**config.mk**
```make
export PLATFORM = sky130hd
export DESIGN_NAME = apu_status_read
export DESIGN_NICKNAME = d
export VERILOG_FILES = /design/src/rtl/apu_pkg.sv /design/src/rtl/apu_irq_flag.sv /design/src/rtl/apu_status_read.sv
export SDC_FILE = /design/constraint.sdc
export NUM_CORES = 1
export LEC_CHECK = 0
export ABC_AREA = 1
export CORE_MARGIN = 2
export CORE_UTILIZATION = 37
export DETAILED_ROUTE_END_ITERATION = 12
export PLACE_DENSITY = 0.82
export REMOVE_ABC_BUFFERS = 1
export SYNTH_ARGS = -nofsm -noshare
export SYNTH_HDL_FRONTEND = slang
export SYNTH_SLANG_ARGS = --single-unit
```
**constraint.sdc**
```tcl
create_clock -name clk -period 1.1 [get_ports clk]
set_input_delay 0.11 -clock clk [delete_from_list [all_inputs] [get_ports clk]]
set_output_delay 0.11 -clock clk [all_outputs]
set_load 0.01 [all_outputs]
```
**src/rtl/apu_pkg.sv**
```systemverilog
// Shared constants and the status-byte layout for the APU $4015 read path.
// Bit positions of the status struct match the localparams below.
package apu_pkg;

  localparam logic [4:0] STATUS_ADDR = 5'h15;
  localparam logic [4:0] FRAME_ADDR  = 5'h17;

  localparam int ST_DMC_IRQ   = 7;
  localparam int ST_FRAME_IRQ = 6;
  localparam int ST_DMC_ACT   = 4;

  typedef struct packed {
    logic       dmcIrq;
    logic       frameIrq;
    logic       openBus5;
    logic       dmcActive;
    logic [3:0] lengthNonzero;
  } apu_status_t;

endpackage

```
**src/rtl/apu_irq_flag.sv**
```systemverilog
// Sticky interrupt flag with set/clear inputs, updated only on enabled cycles.
// SET_WINS picks which input dominates when both arrive together.
module apu_irq_flag #(
  parameter bit SET_WINS = 1'b1
) (
  input  logic clk,
  input  logic rst,
  input  logic clk_en_i,
  input  logic set_i,
  input  logic clr_i,
  output logic flag_o
);

  logic flag_q;
  logic flag_d;

  always_comb begin
    flag_d = flag_q;
    if (clk_en_i) begin
      if (SET_WINS) flag_d = set_i | (flag_q & ~clr_i);
      else          flag_d = ~clr_i & (set_i | flag_q);
    end
  end

  always_ff @(posedge clk or posedge rst) begin
    if (rst) flag_q <= 1'b0;
    else     flag_q <= flag_d;
  end

  assign flag_o = flag_q;

endmodule

```
**src/rtl/apu_status_read.sv**
```systemverilog
// Read side of the APU register file: serves $4015 status reads, owns the frame/DMC
// interrupt flags and the frame IRQ inhibit bit, and drives the APU IRQ line.
module apu_status_read #(
  parameter logic [4:0] STATUS_ADDR = apu_pkg::STATUS_ADDR,
  parameter logic [4:0] FRAME_ADDR  = apu_pkg::FRAME_ADDR
) (
  input  logic       clk,
  input  logic       rst,
  input  logic       cpu_clk_en,
  input  logic [4:0] reg_addr,
  input  logic       reg_en,
  input  logic       reg_we,
  input  logic [7:0] reg_wdata,
  input  logic [7:0] open_bus_data,
  input  logic [3:0] length_nonzero,
  input  logic       dmc_active,
  input  logic       frame_irq_set,
  input  logic       dmc_irq_set,
  output logic [7:0] reg_rdata,
  output logic       reg_rvalid,
  output logic       irq
);

  import apu_pkg::*;

  logic        readAcc, writeAcc;
  logic        statusRead, statusWrite, frameWrite, inhibitWrite;
  logic        frameIrq, dmcIrq;
  logic        irqInhibit_q, irqInhibit_d;
  logic [7:0]  rdata_q, rdata_d;
  logic        rvalid_q, rvalid_d;
  apu_status_t status;
  logic        unusedWdata;

  assign readAcc      = cpu_clk_en & reg_en & ~reg_we;
  assign writeAcc     = cpu_clk_en & reg_en & reg_we;
  assign statusRead   = readAcc & (reg_addr == STATUS_ADDR);
  assign statusWrite  = writeAcc & (reg_addr == STATUS_ADDR);
  assign frameWrite   = writeAcc & (reg_addr == FRAME_ADDR);
  assign inhibitWrite = frameWrite & reg_wdata[6];
  assign unusedWdata  = ^{reg_wdata[7], reg_wdata[5:0]};

  // An inhibiting $4017 write beats a coincident frame IRQ; a $4015 read loses to it.
  apu_irq_flag #(.SET_WINS(1'b1)) u_frame_flag (
    .clk      (clk),
    .rst      (rst),
    .clk_en_i (cpu_clk_en),
    .set_i    (frame_irq_set & ~irqInhibit_q & ~inhibitWrite),
    .clr_i    (statusRead | inhibitWrite),
    .flag_o   (frameIrq)
  );

  apu_irq_flag #(.SET_WINS(1'b1)) u_dmc_flag (
    .clk      (clk),
    .rst      (rst),
    .clk_en_i (cpu_clk_en),
    .set_i    (dmc_irq_set),
    .clr_i    (statusWrite),
    .flag_o   (dmcIrq)
  );

  always_comb begin
    status.dmcIrq        = dmcIrq;
    status.frameIrq      = frameIrq;
    status.openBus5      = open_bus_data[5];
    status.dmcActive     = dmc_active;
    status.lengthNonzero = length_nonzero;
  end

  always_comb begin
    irqInhibit_d = irqInhibit_q;
    rdata_d      = rdata_q;
    rvalid_d     = rvalid_q;
    if (frameWrite) irqInhibit_d = reg_wdata[6];
    // Flags are captured from the flops, so a read sees them before its own clear lands.
    if (cpu_clk_en) begin
      rvalid_d = readAcc;
      if (readAcc) rdata_d = (reg_addr == STATUS_ADDR) ? status : open_bus_data;
    end
  end

  always_ff @(posedge clk or posedge rst) begin
    if (rst) begin
      irqInhibit_q <= 1'b0;
      rdata_q      <= 8'h00;
      rvalid_q     <= 1'b0;
    end else begin
      irqInhibit_q <= irqInhibit_d;
      rdata_q      <= rdata_d;
      rvalid_q     <= rvalid_d;
    end
  end

  assign reg_rdata  = rdata_q;
  assign reg_rvalid = rvalid_q;
  assign irq        = frameIrq | dmcIrq;

endmodule

```
==> summary.txt <==
Status
  – Status: finished clean

Setup path
  – Worst path buffer plus inverter count: 1
  – Max Fanout on Critical Path: 2
  – CP startpoint kind: flop
  – WS Path Type: flop to output port
  – Critical path arrival: 930 ps
  – RR Endpoint: u_frame_flag.flag_o$_DFFE_PP0P_
  – Worst Reg2Reg Path Length in Cells: 5
  – Crit. End Element: output port
  – CP delay by family, top: flip-flops
  – R2R Path Start: u_frame_flag.flag_o$_DFFE_PP0P_
  – Crit-path cells: dlygate4sd2_1
  – CP required: 990 ps
  – R2R Setup Slk: 300 ps
  – Critical-path top delay cell: dfrtp_1
  – Max incr delay on CP: 380 ps

Global route
  – Vias in the first global route: 650
  – Pin count of the biggest net entering global routing: 16
  – Total grt overflow: 0
  – Antenna violations before repair: 0
  – Overall Global Routing Usage: 16.5%
  – First-pass GRT wire length: 2490 um

Final layout
  – Finished Core Util: 66.2%
  – Non-filler cells, final: 166
  – Share of cells above drive strength 1: 17.7%
  – Area delta synth->final: 70.4%
  – Final Cell Area: 0.00113 mm2
  – Nets: 176
  – N_diodes: 0

Clock tree
  – Hold buffer count at CTS: 0
  – Clock root cell: clkbuf_4
  – # H-tree levels: 1
  – # Post-CTS Setup Buffers: 0
  – CTS tree: done
  – Clock insertion delay at the later pin of the skew report: 260 ps
  – Clock Pin Slew Worst Setup and Hold Paths: 80 ps
  – Clock Sinks: 12
  – CTS Buf Count: 3
  – Longest Clk Path Bufs: 2

Power and ir drop
  – Peak VDD IR: 594 uV
  – Leak: 0.626 nW
  – Total power: 1.13 mW
  – PwrDens: 997 mW/mm2

Detailed routing
  – Avg Vias per Cell: 4.23
  – DRC: 0
  – Antenna-violating nets left: 0
  – Via Count: 703
  – Routed WL: 1450 um
  – WL/cell: 8.74 um
  – First-pass iteration count of the detailed router: 3
  – Initial detailed-routing violation count: 9

STA
  – Hold WS: 152 ps
  – F_max: 0.962 GHz
  – Max_slew headroom: 69.1%
  – Worst setup margin: 60.9 ps
  – Count of final hold-check violations: 0
  – Final setup viols: 0
  – Period minus WS final: 1040 ps
  – Post-Route Skew: 0.224 ps
  – Unrepaired setup endpoints after global routing: false
  – Final count of pins violating max slew: 0
  – Worst Max-Slew Pin Slew: 464 ps
  – Tcrit/Tclk final: 94.5%
  – Setup TNS: 0 ps

Worst hold path
  – Hold Crit Class: input port to asynchronous set/reset pin

Logic synthesis
  – Post-Syn Instances: 93
  – Sequential share of the synthesized area: 45.3%
  – YS warnings: 0
  – Cell taking the most area after synthesis: dfrtp_1
  – Avg Inst Size Synth: 7.13 um2
  – Synth unique cells: 13
  – Synthesized area: 663 um2
  – Post-synth top area share: 45.3%
  – Yosys reg bits: 12
  – Synth top area cells: dfrtp_1 (45%), nand2_1 (23%), inv_1 (7.9%), nor2_1 (4.0%), nand2_2 (3.8%)

Die
  – Placement Rows: 15
  – Die footprint: 0.00215 mm2
  – Initial cell density of the core: 38.8%
  – Placeable Area: 0.00171 mm2
  – Horiz. Die Dim: 46.3 um
  – IO Pins: 43
  – Die Y: 46.3 um

Placed design
  – Dpl hpwl: 1210 um
  – Placer Congestion: 0.704
  – Place WS: -263 ps
  – IO Port Bufs: 35
  – Inst Count DP: 163
  – Cell area after placement: 0.00112 mm2

Flow run
  – Max Cap Viol: 0
## placed cells by master (no fill, tap or decap)
cell type        synthesis  layout
buf_2                    0       1
buf_4                    0      11
clkbuf_4                 0       3
clkdlybuf4s50_1          0      24
dfrtp_1                 12      12
dlygate4sd2_1            0       9
dlymetal6s2s_1           0       1
inv_1                   14      14
inv_2                    1       1
nand2_1                 41      41
nand2_2                  4       3
nand2_4                  0       1
nand3_1                  2       2
nand3_2                  1       1
nor2_1                   7       7
nor2_4                   2       2
o21ai_0                  5       4
o21ai_1                  1       2
o21ai_2                  2       2
## flip-flops by register name, indices dropped and copies added, names as in the netlist
signal	flops
reg_rvalid	1
u_dmc_flag.flag_o	1
irqInhibit_q	1
u_frame_flag.flag_o	1
reg_rdata	8
## synthesized netlist by cell type (all sizes together)
| library cell | count |
|---|---|
| buf | 1 |
| o21ai | 8 |
| dfrtp | 12 |
| nor2 | 9 |
| inv | 15 |
| nand2 | 45 |
| nand3 | 3 |
## cell families (layout without fill, tap and decap cells)
logic type      after synthesis  count (layout)  share of synthesized area (%)
compound gates                8               8                           7.17
buf+inv                      16              64                           10.2
flops                        12              12                           45.3
simple gates                 57              57                           37.4
## per-layer routing
layer  vias to the layer above  GRT usage, %  wire, um
met4                         0          6.86         0
met3                         0          3.53        88
met5                         -             0         0
li1                        373             -         -
met2                        21          30.0       775
met1                       309          18.1       588
## worst max path at each step
stage / slack [ps] / start / cells past startpoint / endpoint
after floorplan: 280 / reg_addr[3] / 8 / reg_rdata[7]$_DFFE_PP0P_
after global placement: -220 / cpu_clk_en / 8 / u_frame_flag.flag_o$_DFFE_PP0P_
after detailed placement: -260 / reg_addr[2] / 7 / reg_rdata[2]$_DFFE_PP0P_
after CTS: 20 / reg_addr[2] / 7 / reg_rdata[2]$_DFFE_PP0P_
after global routing: 5 / reg_addr[0] / 7 / reg_rdata[2]$_DFFE_PP0P_
final: 60 / reg_rdata[5]$_DFFE_PP0P_ / 1 / reg_rdata[5]
## final cells by class
| class | instances | area (um2) |
|---|---|---|
| fill | 158 | 578 |
| multi-input combinational | 65 | 300 |
| sequential | 12 | 300 |
| inverter | 15 | 56.3 |
| clock buffer | 3 | 22.5 |
| timing repair buffer | 46 | 419 |
| tap | 25 | 31.3 |
## where the power goes
group	switching, mW	leakage [nW]	internal [mW]
logic	0.141	0.466	0.194
clock network	0.139	0.0138	0.126
registers	0.0267	0.147	0.499
## what timing repair did
action	4_1_cts	5_1_grt
endpoints found under the setup margin	10	8
gates cloned	0	0
gates resized for setup	13	3
pin swaps	0	1
(Power assumes the default switching activity.)
